==> config.mk <==
export PLATFORM = sky130hd
export DESIGN_NAME = alu_op_sequencer
export DESIGN_NICKNAME = d
export VERILOG_FILES = /design/src/rtl/alu_pkg.sv /design/src/rtl/alu_req_fifo.sv /design/src/rtl/alu_op_sequencer.sv
export SDC_FILE = /design/constraint.sdc
export NUM_CORES = 1
export LEC_CHECK = 0
export ABC_AREA = 1
export CORE_MARGIN = 1
export CORE_UTILIZATION = 45
export DETAILED_ROUTE_END_ITERATION = 8
export PLACE_DENSITY = 0.73
export SETUP_SLACK_MARGIN = 0.05
export SLEW_MARGIN = 10
export SYNTH_ARGS = -nofsm -noshare
export SYNTH_HDL_FRONTEND = slang
export SYNTH_SLANG_ARGS = --single-unit
export TNS_END_PERCENT = 50
==> constraint.sdc <==
create_clock -name Clk -period 4.5 [get_ports Clk]
set_input_delay 0.45 -clock Clk [delete_from_list [all_inputs] [get_ports Clk]]
set_output_delay 0.45 -clock Clk [all_outputs]
set_load 0.005 [all_outputs]
==> src/rtl/alu_pkg.sv <==
// Shared ALU definitions: result-mux select codes, sequencer state encoding
// and the request header carried through the request FIFO.
package alu_pkg;

    // Select codes shared with the result multiplexer
    localparam logic [2:0] SEL_XFER = 3'd0;
    localparam logic [2:0] SEL_ADD  = 3'd1;
    localparam logic [2:0] SEL_GATE = 3'd2;
    localparam logic [2:0] SEL_CMP  = 3'd3;

    typedef enum logic [1:0] {
        ST_IDLE   = 2'd0,
        ST_LOAD   = 2'd1,
        ST_WAIT   = 2'd2,
        ST_STROBE = 2'd3
    } seq_state_t;

    // Request header; operands follow it in the FIFO word as {hdr, A, B}
    typedef struct packed {
        logic [2:0] code;
        logic [1:0] func;
    } alu_op_t;

endpackage

==> src/rtl/alu_req_fifo.sv <==
// Synchronous request FIFO, power-of-two depth, registered count.
// Ports: i_clk/i_rst_n (async active-low), i_push/i_data write side,
// i_pop/o_data read side (o_data shows the head), o_full/o_empty/o_count.
// Push while full and pop while empty are ignored.
module alu_req_fifo #(
    parameter int DEPTH = 2,
    parameter int DW    = 8
) (
    input  logic                     i_clk,
    input  logic                     i_rst_n,
    input  logic                     i_push,
    input  logic [DW-1:0]            i_data,
    input  logic                     i_pop,
    output logic [DW-1:0]            o_data,
    output logic                     o_full,
    output logic                     o_empty,
    output logic [$clog2(DEPTH):0]   o_count
);
    localparam int AW = $clog2(DEPTH);

    logic [DW-1:0] r_mem [DEPTH];
    logic [AW-1:0] r_wr_ptr;
    logic [AW-1:0] r_rd_ptr;
    logic [AW:0]   r_count;
    logic          w_push;
    logic          w_pop;

    assign o_full  = (r_count == (AW+1)'(DEPTH));
    assign o_empty = (r_count == '0);
    assign o_count = r_count;
    assign o_data  = r_mem[r_rd_ptr];
    assign w_push  = i_push && !o_full;
    assign w_pop   = i_pop && !o_empty;

    always_ff @(posedge i_clk or negedge i_rst_n) begin
        if (!i_rst_n) begin
            r_wr_ptr <= '0;
            r_rd_ptr <= '0;
            r_count  <= '0;
        end else begin
            if (w_push) r_wr_ptr <= r_wr_ptr + 1'b1;
            if (w_pop)  r_rd_ptr <= r_rd_ptr + 1'b1;
            case ({w_push, w_pop})
                2'b10:   r_count <= r_count + 1'b1;
                2'b01:   r_count <= r_count - 1'b1;
                default: r_count <= r_count;
            endcase
        end
    end

    // Storage needs no reset; pointers define validity
    always_ff @(posedge i_clk) begin
        if (w_push) r_mem[r_wr_ptr] <= i_data;
    end

endmodule

==> src/rtl/alu_op_sequencer.sv <==
// ALU request front-end. Buffers requests, issues operands/function/Select
// to the functional units, waits the unit latency and strobes Flag for one
// cycle so the result mux captures. Illegal codes (4..7) pulse Illegal only.
// Ports: Clk, Reset (async active-low); Op_* request handshake; Unit_A/B,
// Unit_Func, Select to units/mux; Flag, Illegal pulses; Busy; Op_Count.
module alu_op_sequencer
    import alu_pkg::*;
#(
    parameter int WIDTH      = 8,
    parameter int FIFO_DEPTH = 2,
    parameter int LAT_XFER   = 1,
    parameter int LAT_ADD    = 2,
    parameter int LAT_GATE   = 1,
    parameter int LAT_CMP    = 1
) (
    input  logic             Clk,
    input  logic             Reset,
    input  logic             Op_Valid,
    output logic             Op_Ready,
    input  logic [2:0]       Op_Code,
    input  logic [1:0]       Op_Func,
    input  logic [WIDTH-1:0] Op_A,
    input  logic [WIDTH-1:0] Op_B,
    output logic [WIDTH-1:0] Unit_A,
    output logic [WIDTH-1:0] Unit_B,
    output logic [1:0]       Unit_Func,
    output logic [2:0]       Select,
    output logic             Flag,
    output logic             Illegal,
    output logic             Busy,
    output logic [7:0]       Op_Count
);
    localparam int DW = 5 + 2*WIDTH;
    localparam int CW = $clog2(FIFO_DEPTH) + 1;

    logic [DW-1:0]    w_head;
    logic             w_full;
    logic             w_empty;
    logic [CW-1:0]    w_count;
    logic             w_pop;
    logic [3:0]       w_lat;

    seq_state_t       r_state;
    alu_op_t          r_op;      // head captured on pop, issued in LOAD
    logic [WIDTH-1:0] r_a;
    logic [WIDTH-1:0] r_b;
    logic [3:0]       r_cnt;
    logic [WIDTH-1:0] r_unit_a;
    logic [WIDTH-1:0] r_unit_b;
    logic [1:0]       r_unit_func;
    logic [2:0]       r_select;
    logic             r_flag;
    logic             r_illegal;
    logic [7:0]       r_op_count;

    alu_req_fifo #(.DEPTH(FIFO_DEPTH), .DW(DW)) u_fifo (
        .i_clk   (Clk),
        .i_rst_n (Reset),
        .i_push  (Op_Valid),
        .i_data  ({Op_Code, Op_Func, Op_A, Op_B}),
        .i_pop   (w_pop),
        .o_data  (w_head),
        .o_full  (w_full),
        .o_empty (w_empty),
        .o_count (w_count)
    );

    // Every path into LOAD pops: from IDLE, from STROBE, or after an illegal LOAD
    assign w_pop = !w_empty && ((r_state == ST_IDLE) || (r_state == ST_STROBE) ||
                                ((r_state == ST_LOAD) && r_op.code[2]));

    always_comb begin
        w_lat = 4'd1;
        case (r_op.code)
            SEL_XFER: w_lat = 4'(LAT_XFER);
            SEL_ADD:  w_lat = 4'(LAT_ADD);
            SEL_GATE: w_lat = 4'(LAT_GATE);
            SEL_CMP:  w_lat = 4'(LAT_CMP);
            default:  w_lat = 4'd1;
        endcase
    end

    always_ff @(posedge Clk or negedge Reset) begin
        if (!Reset) begin
            r_state     <= ST_IDLE;
            r_op        <= '0;
            r_a         <= '0;
            r_b         <= '0;
            r_cnt       <= '0;
            r_unit_a    <= '0;
            r_unit_b    <= '0;
            r_unit_func <= '0;
            r_select    <= '0;
            r_flag      <= 1'b0;
            r_illegal   <= 1'b0;
            r_op_count  <= '0;
        end else begin
            // Flag follows STROBE by one edge so it lands LAT cycles after issue
            r_flag    <= (r_state == ST_STROBE);
            r_illegal <= 1'b0;
            if (w_pop) begin
                {r_op, r_a, r_b} <= w_head;
                // Illegal is known at pop time, so the pulse covers the LOAD cycle
                r_illegal        <= w_head[DW-1];
            end
            case (r_state)
                ST_IDLE: begin
                    if (!w_empty) r_state <= ST_LOAD;
                end
                ST_LOAD: begin
                    if (r_op.code[2]) begin
                        r_state <= w_empty ? ST_IDLE : ST_LOAD;
                    end else begin
                        r_unit_a    <= r_a;
                        r_unit_b    <= r_b;
                        r_unit_func <= r_op.func;
                        r_select    <= r_op.code;
                        r_cnt       <= w_lat - 4'd1;
                        r_state     <= (w_lat <= 4'd1) ? ST_STROBE : ST_WAIT;
                    end
                end
                ST_WAIT: begin
                    r_cnt <= r_cnt - 4'd1;
                    if (r_cnt <= 4'd1) r_state <= ST_STROBE;
                end
                ST_STROBE: begin
                    r_op_count <= r_op_count + 8'd1;
                    r_state    <= w_empty ? ST_IDLE : ST_LOAD;
                end
                default: r_state <= ST_IDLE;
            endcase
        end
    end

    assign Op_Ready  = !w_full;
    assign Unit_A    = r_unit_a;
    assign Unit_B    = r_unit_b;
    assign Unit_Func = r_unit_func;
    assign Select    = r_select;
    assign Flag      = r_flag;
    assign Illegal   = r_illegal;
    assign Op_Count  = r_op_count;
    assign Busy      = (r_state != ST_IDLE) || (w_count != '0);

endmodule

* Yosys cells after proc, flatten, opt, wreduce, memory -nomap -nowiden
Memories as Yosys holds them, arrays and structs flattened. Index checks and enable logic that the tools add are counted.
Storage, ports and cells: register bits 61, memories 1, output and inout bits 33, bits in writable memories 42
Memory list:
- u_fifo.r_mem | depth 2, bits a word 21, read ports 1, clocked after Yosys merged registers in 0, wr ports 1, RTL line alu_req_fifo.sv:21 | logic [DW-1:0] r_mem [DEPTH];
Cells by class: bitwise logic cells 1, mux-type cells 13, reduce and logical (&&, ||, !) cells 18, $lt $le $gt $ge 2, eq/ne operators 10, add/sub/neg operators 7
Operators with widths (count):
- adder 8 x 1 -> 8 bit (second input constant) | 1
- == test 2 bit (second input constant) | 4
- two-way mux 2 bit | 4
- one-hot mux 2 bit (4 select lines) | 1
- one-hot mux 4 bit (2 select lines) | 1
- nonzero test 2 bit | 4
- inequality test 2 bit (second input constant) | 3
- AND reduction 2 bit | 3
- two-way mux 1 bit | 5
- == test 2 x 1 -> 1 bit (second input constant) | 2
- less-or-equal comparator 4 x 1 -> 1 bit (second input constant) | 1
- logical AND 1 bit | 4
- logical NOT 2 bit | 2
- two-way mux 4 bit | 1
- one-hot mux 2 bit (2 select lines) | 1
- subtractor 4 x 1 -> 4 bit (second input constant) | 1
- == test 3 x 1 -> 1 bit (second input constant) | 1
- logical OR 1 bit | 3
- subtractor 2 x 1 -> 3 bit (second input constant) | 1
- adder 1 bit (second input constant) | 2
- adder 2 x 1 -> 2 bit (second input constant) | 1
- less-or-equal comparator 2 x 1 -> 1 bit (second input constant) | 1
- logical NOT 1 bit | 2
- subtractor 2 x 1 -> 2 bit (second input constant) | 1
- NOT 1 bit | 1

* Logic depth before layout (Yosys ltp)
Gate-level depths: netlist (run 1).
depth after elaboration 7, mapped depth 10, depth with buffers taken out 10

* Cells and area by module
From an unflattened synthesis (run 1), not the netlist that was laid out.
Second synthesis, totals: cell total of the unflattened synthesis 417, area, all modules 4189.0 um^2
Modules (own cells, without submodules):
- alu_op_sequencer | times used 1, area an instance 2441.1 um^2, cells each 275, sequential area each 1426.4 um^2
- alu_req_fifo | times used 1, area an instance 1747.9 um^2, cells each 142, sequential area each 1361.3 um^2

* Worst setup path before layout (run 1)
OpenSTA, ideal clock, no wires.
path type reg2reg, start point reg r_state[0], end point reg u_fifo.r_count[1] (netlist: u_fifo.o_count[1]), period minus slack after synthesis 1987 ps, arrival time 1856 ps, cell stages (with the launch flop) 9, setup slack 2513 ps, path buffers 1, path through dfrtp_1 > inv_1 > ha_1 > a21oi_4 > buf_6 > ha_1 > a21oi_1 > o21ai_0 > xor2_1
On the way: word-level cells in the longest chain between the ends 7, elaborated cells between the ends (all ways) 12
Ends and longest elaborated chain:
- start: declaration | RTL line alu_op_sequencer.sv:43 | seq_state_t r_state;
- start signal: assignment | RTL line alu_op_sequencer.sv:112 | r_state <= w_empty ? ST_IDLE : ST_LOAD;
- start signal: assignment | RTL line alu_op_sequencer.sv:119 | r_state <= (w_lat <= 4'd1) ? ST_STROBE : ST_WAIT;
- start signal: assignment | RTL line alu_op_sequencer.sv:128 | r_state <= w_empty ? ST_IDLE : ST_LOAD;
- == test 2 bit, or another cell as far along | RTL line alu_op_sequencer.sv:69 | assign w_pop = !w_empty && ((r_state == ST_IDLE) || (r_state == ST_STROBE) ||
- logical OR 1 bit / logical AND 1 bit (equally long branches) | RTL line alu_op_sequencer.sv:69, alu_op_sequencer.sv:70
- logical OR 1 bit (*) | RTL line alu_op_sequencer.sv:69
- logical AND 1 bit (*) | RTL line alu_op_sequencer.sv:69
- named net u_fifo.i_pop | RTL line alu_req_fifo.sv:13 | input logic i_pop,
- logical AND 1 bit (*) | RTL line alu_req_fifo.sv:33 | assign w_pop = i_pop && !o_empty;
- == test 2 x 1 -> 1 bit / == test 2 bit (equally long branches) | RTL line alu_req_fifo.sv:43 | case ({w_push, w_pop})
- one-hot mux 2 bit (2 select lines) / nonzero test 2 bit (equally long branches)
- end signal: assignment | RTL line alu_req_fifo.sv:44 | 2'b10: r_count <= r_count + 1'b1;
- end signal: assignment | RTL line alu_req_fifo.sv:45 | 2'b01: r_count <= r_count - 1'b1;
- end signal: assignment | RTL line alu_req_fifo.sv:46 | default: r_count <= r_count;
- end: declaration | RTL line alu_req_fifo.sv:24 | logic [AW:0] r_count;
Mark *: on every way through the listed nets, which the timed path passes. The rest lies on a longest branch. A chain may end at the register's enable or synchronous reset.

* Worst setup path after layout (run 1)
start point reg r_state[0], end point reg u_fifo.r_count[1] (netlist: u_fifo.o_count[1])
On the way: word-level cells in the longest chain between the ends 7, elaborated cells between the ends (all ways) 12
Ends and longest elaborated chain (RTL line):
- == test 2 bit, or another cell as far along | alu_op_sequencer.sv:69
- logical OR 1 bit / logical AND 1 bit (equally long branches) | alu_op_sequencer.sv:69, alu_op_sequencer.sv:70
- logical OR 1 bit (*) | alu_op_sequencer.sv:69
- logical AND 1 bit (*) | alu_op_sequencer.sv:69
- logical AND 1 bit (*) | alu_req_fifo.sv:33
- == test 2 x 1 -> 1 bit / == test 2 bit (equally long branches) | alu_req_fifo.sv:43
- one-hot mux 2 bit (2 select lines) / nonzero test 2 bit (equally long branches)
Mark *: on every way between the ends. The rest lies on a longest branch, timed or not.

==> flow_summary.yaml, run 1 <==
sta:
  hold_violations: 0
  drv_slew: 0
  max_freq_mhz: 428
  layout_setup_ws_ps: 2160
  timing.setup.tns_ps: 0
  relSlewSlack: 0.260
  rsz0062_at_grt: "false"
  setup_viol: 0
  skew_ps: 11.0
  finalCritPeriodShare: 0.519
  fin_crit_ps: 2340
  max_slew.worst_pin.slew_ps: 1110
cts:
  cts_tree: "built"
  path_clk_slew_ps: 100
  cts_buffers: 9
  cts_setup_buffers: 0
  htree_levels: 3
  insertion_delay_ps: 370
  cts_buffer_depth: 2
  cts_resized: 0
  cts_sinks: 103
  holdBufCountCts: 0
  root_buffer: "clkbuf_8"
place:
  place.port_buffers: 55
  place_ws_ps: 2110
  placed_cells: 541
  hpwl_um: 4880
  gp_congestion: 0.795
floorplan:
  die_area_mm2: 0.00973
  initial_core_util: 0.473
  io_pins: 57
  fp.dieH_um: 98.6
  die_w_um: 98.6
  row_count: 34
  core_mm2: 0.00889
yosys:
  yosysTopAreaCellShare: 0.363
  yosys_warnings: 0
  synth_common_cells: "nand2_1 (137), dfrtp_1 (61), edfxtp_1 (42)"
  synth_cell_types: 26
  synthArstFlopShare: 0.592
  synth_area_mm2: 0.00420
  ys_seq_area_frac: 0.663
  synth_edf_count: 42
  synth_top_area_cell: "dfrtp_1"
  synth_top_flop_cell: "dfrtp_1"
  synthTopCellsByArea: "dfrtp_1 (36%), edfxtp_1 (30%), nand2_1 (12%)"
  synth-seq-cells: 103
  syn-num-nets: 422
  avgSynthCellArea_um2: 10.8
  syn_inst: 389
  yosysMostFrequentCell: "nand2_1"
setup_path:
  cpMostUsedCell: "ha_1"
  worst_ep_required_time_ps: 4750
  worst_setup_path_end_kind: "flop"
  path_cells: "inv_1, ha_1, a21oi_4, buf_4, ha_1, a21oi_1, o21ai_0, xor2_1"
  slowest_stage: "dfrtp_1"
  criticalPathCategory: "reg2reg"
  worst-path-max-fanout: 43
  start_kind: "flop"
  worstPathArrival_ps: 2580
  slowest_delay_ps: 450
  r2r_slack_ps: 2160
finish:
  fin_cells: 557
  drive_above_1_share: 0.0958
  nets: 477
  diodes: 0
  syn_to_final_growth_pct: 19.3
power:
  power_leakage_nw: 2.24
  ir_drop_mv: 0.292
  p_per_area_mw_per_mm2: 693
global_route:
  grt_pass1_vias: 2533
  grt_antenna_before_repair: 0
  grt_max_degree: 62
  grt_pass1_wl_um: 12000
  grt-ovfl-total: 0
  grt_use_total: 0.161
routing:
  wl_um: 7010
  num_vias: 2634
  drc: 0
  ant_nets: 0
  vias_per_cell: 4.73
  routedWlPerCell_um: 12.6
  drt_iter0_markers: 91
  dr.pass1.iters: 4
outcome:
  status: "finished clean"
min_path:
  holdCritPathClass: "in2async"
run:
  cap_violations: 0
==> power by group <==
part           switching, W  internal, W
Clock              0.000313     0.000263
Sequential         0.000179      0.00133
Combinational      0.000810     0.000576
==> critical path, delay by kind of cell (launching register included) <==
| kind | cells | cell delay [ps] |
|---|---|---|
| flops | 1 | 450 |
| buf+inv | 2 | 560 |
| xor+xnor | 1 | 160 |
| fa+ha+maj | 2 | 690 |
| compound gates | 3 | 350 |
==> registers in the layout, summed over array words and instances (netlist names), 2 cells and up, named ones only <==
signal,cells
Op_Count,8
Select,2
Unit_A,8
Unit_B,8
Unit_Func,2
r_a,8
r_b,8
r_cnt,4
r_op,5
u_fifo.o_count,2
u_fifo.r_mem,42
==> final timing paths <==
check,start,to,cells past startpoint
max,r_state[0]$_DFFE_PN0P_,u_fifo.o_count[1]$_DFFE_PN0P_,8
min,Reset,Unit_A[4]$_DFFE_PN0P_,2
max reg2reg,r_state[0]$_DFFE_PN0P_,u_fifo.o_count[1]$_DFFE_PN0P_,8
min reg2reg,Unit_B[0]$_DFFE_PN0P_,Unit_B[0]$_DFFE_PN0P_,2
max in group asynchronous,Reset,Unit_B[7]$_DFFE_PN0P_,2
min in group Clk,Unit_B[0]$_DFFE_PN0P_,Unit_B[0]$_DFFE_PN0P_,2
==> stage by stage <==
stage               instance area [um^2]  total power, W   util  hold slack, ps
finish                              5010         0.00347  0.564             216
global route                        5010         0.00375  0.564             286
CTS                                 5010         0.00352  0.564             250
detailed placement                  4820         0.00294  0.542             473
global placement                    4820         0.00287  0.542             467
floorplan                           4200         0.00252      -             154
==> cell usage in the layout, fill, tap and decap left out, types with 3 or more instances in the layout <==
cell             netlist  routed
xor2_1                 7       7
clkdlybuf4s50_1        0      54
nor2_2                 1       3
edfxtp_1              42      42
o21ai_2               19      19
nand2_1              137     137
clkbuf_8               0       9
nand3_1                4       4
dfrtp_1               61      61
o21ai_0               24      24
nor2_1                14      12
a21oi_1                4       4
inv_1                 41      41
ha_1                   9       9
==> kinds of logic after synthesis <==
group                    Yosys count  synth area share
adder cells (fa/ha/maj)            9            0.0268
XOR/XNOR                           9            0.0188
flip-flops                       103             0.663
AO/OA/AOI/OAI                     51            0.0807
AND/OR/NAND/NOR                  161             0.150
multiplexers                       1           0.00238
buffers and inverters             54            0.0575
other                              1          0.000892
==> layout make-up <==
cell class	instances	area, um^2
clock inverter	6	70.1
timing repair buffer	57	561
multi-input combinational	232	1180
sequential	103	2790
fill	769	3880
tap	108	135
inverter	41	154
clock buffer	10	128
==> layer usage <==
metal	global-route usage	part of all wire	up-vias
li1	-	-	1344
met1	0.202	0.46	1234
met2	0.268	0.49	47
met3	0.0447	0.034	9
met4	0.0608	0.015	0
met5	0	0	-
No activity file was read; power rests on OpenSTA's default activity.
==> run 2, diff against run 1 <==
Clock period 4.5 ns to 2.2 ns, I/O delays scaled along.
==> run 2 against run 1 <==
Net effect:
- largest cell class unchanged
- worst hold slack improved by 200 ps
- cell count increased by 0.72%
- critical endpoint is now Busy
- clock power increased by 100%
- clock-buffer cell count decreased by 1
- setup slack got worse by 2000 ps
==> flow_summary.yaml, run 2 (synthesis results as in run 1) <==
routing:
  num_vias: 2650
  drc: 0
  wl_um: 7210
  vias_per_cell: 4.72
  dr.pass1.iters: 4
  ant_nets: 0
  routedWlPerCell_um: 12.9
  drt_iter0_markers: 125
floorplan:
  fp.dieH_um: 98.6
  die_area_mm2: 0.00973
  core_mm2: 0.00889
  initial_core_util: 0.473
  io_pins: 57
  row_count: 34
  die_w_um: 98.6
setup_path:
  path_cells: "inv_1, ha_1, nand2_1, clkdlybuf4s50_1"
  critPathBufInv: 2
  worst-path-max-fanout: 6
  worst_setup_path_end_kind: "primary output"
  start_kind: "flop"
  critical_path.startpoint: "r_state[0]$_DFFE_PN0P_"
  criticalPathCategory: "reg2out"
  worst_ep_required_time_ps: 1980
  slowest_delay_ps: 530
  worstPathArrival_ps: 1810
  slowest_stage: "clkdlybuf4s50_1"
  crit_family: "buffers and inverters"
power:
  switchingPower_w: 0.00272
  clkPwrFrac: 0.162
  power_leakage_nw: 2.26
  combPwrFrac: 0.418
  swShare: 0.376
  p_seq_frac: 0.420
  internal_power_w: 0.00450
  ir_drop_mv: 0.691
  p_per_area_mw_per_mm2: 1420
cts:
  htree_levels: 3
  cts_tree: "built"
  cts_buffers: 9
  cts_buffer_depth: 2
  cts_resized: 0
  cts_setup_buffers: 0
  root_buffer: "clkbuf_8"
  path_clk_slew_ps: 100
  cts_sinks: 103
  insertion_delay_ps: 360
sta:
  fin_crit_ps: 2030
  setup_viol: 0
  skew_ps: 11.3
  timing.setup.tns_ps: 0
  finalCritPeriodShare: 0.925
  hold_violations: 0
  max_slew.worst_pin.slew_ps: 962
  drv_slew: 0
  max_freq_mhz: 492
  relSlewSlack: 0.358
  rsz0062_at_grt: "true"
  layout_setup_ws_ps: 166
place:
  gp_congestion: 0.780
  hpwl_um: 5080
  place.port_buffers: 55
  place_ws_ps: 297
finish:
  syn_to_final_growth_pct: 20.6
  largest_register: "u_fifo.r_mem"
  layout.cells.most_common: "nand2_1"
  drive_above_1_share: 0.102
  largest_reg_flops: 42
  fill_cells: 765
  nets: 481
  final_cell_mix: "nand2_1 (137), dfrtp_1 (61), clkdlybuf4s50_1 (54)"
  diodes: 0
global_route:
  grt-ovfl-total: 0
  grt_pass1_vias: 2530
  grt_max_degree: 43
  grt_use_met1: 0.219
  grt_antenna_before_repair: 0
  grtUsageMet2: 0.252
  met3_usage: 0.0319
  grt_use_total: 0.161
  grt_pass1_wl_um: 12100
  grt-busiest-layer: "met2"
run:
  cap_violations: 0
min_path:
  holdCritPathClass: "in2async"
outcome:
  status: "finished clean"
## run 2: stage by stage
step	total power, W	instance area, um^2	hold WS, ps	instances	util
2_1_floorplan	0.00516	4200	-75.6	389	-
3_3_place_gp	0.00598	4860	265	544	0.547
3_5_place_dp	0.00613	4860	275	544	0.547
4_1_cts	0.00731	5070	411	561	0.570
5_1_grt	0.00778	5070	422	561	0.570
6_report	0.00722	5070	419	561	0.570
## run 2: routing by layer
layer	wire, um	up-vias
met1	3360	1222
met3	279	15
met4	157	0
li1	-	1351
met5	0	-
met2	3410	62
## run 2: timing repair
item | in CTS | in global routing
endpoints found under the setup margin | 0 | 1
endpoints found under the hold margin | 25 | 0
hold buffers | 1 | 0
## run 2: power by group through the flow
| stage | registers, W | clock network [W] | logic [W] |
|---|---|---|---|
| 3_3_place_gp | 0.00306 | 0 | 0.00293 |
| 6_report | 0.00303 | 0.00117 | 0.00302 |
| 5_1_grt | 0.00311 | 0.00127 | 0.00341 |
| 4_1_cts | 0.00304 | 0.00120 | 0.00307 |
| 3_5_place_dp | 0.00308 | 0 | 0.00305 |
| 2_1_floorplan | 0.00304 | 0 | 0.00212 |
## run 2: final timing paths
check	endpoint	cells after the start	slack [ps]
min	u_fifo.r_wr_ptr$_DFFE_PN0P_	2	420
min reg2reg	Unit_Func[0]$_DFFE_PN0P_	2	490
max in group asynchronous	r_a[2]$_DFFE_PN0P_	3	1170
min in group Clk	u_fifo.r_mem[0][14]$_DFFE_PP_	1	430
max reg2reg	Unit_B[0]$_DFFE_PN0P_	7	250
max	Busy	4	170
## run 2: area by class of cell
class,count,area (um^2),area share
sequential,103,2790,0.550
multi-input combinational,232,1180,0.233
tap,108,135,0.0267
timing repair buffer,61,618,0.122
clock inverter,7,71.3,0.0141
inverter,41,154,0.0304
clock buffer,9,124,0.0244
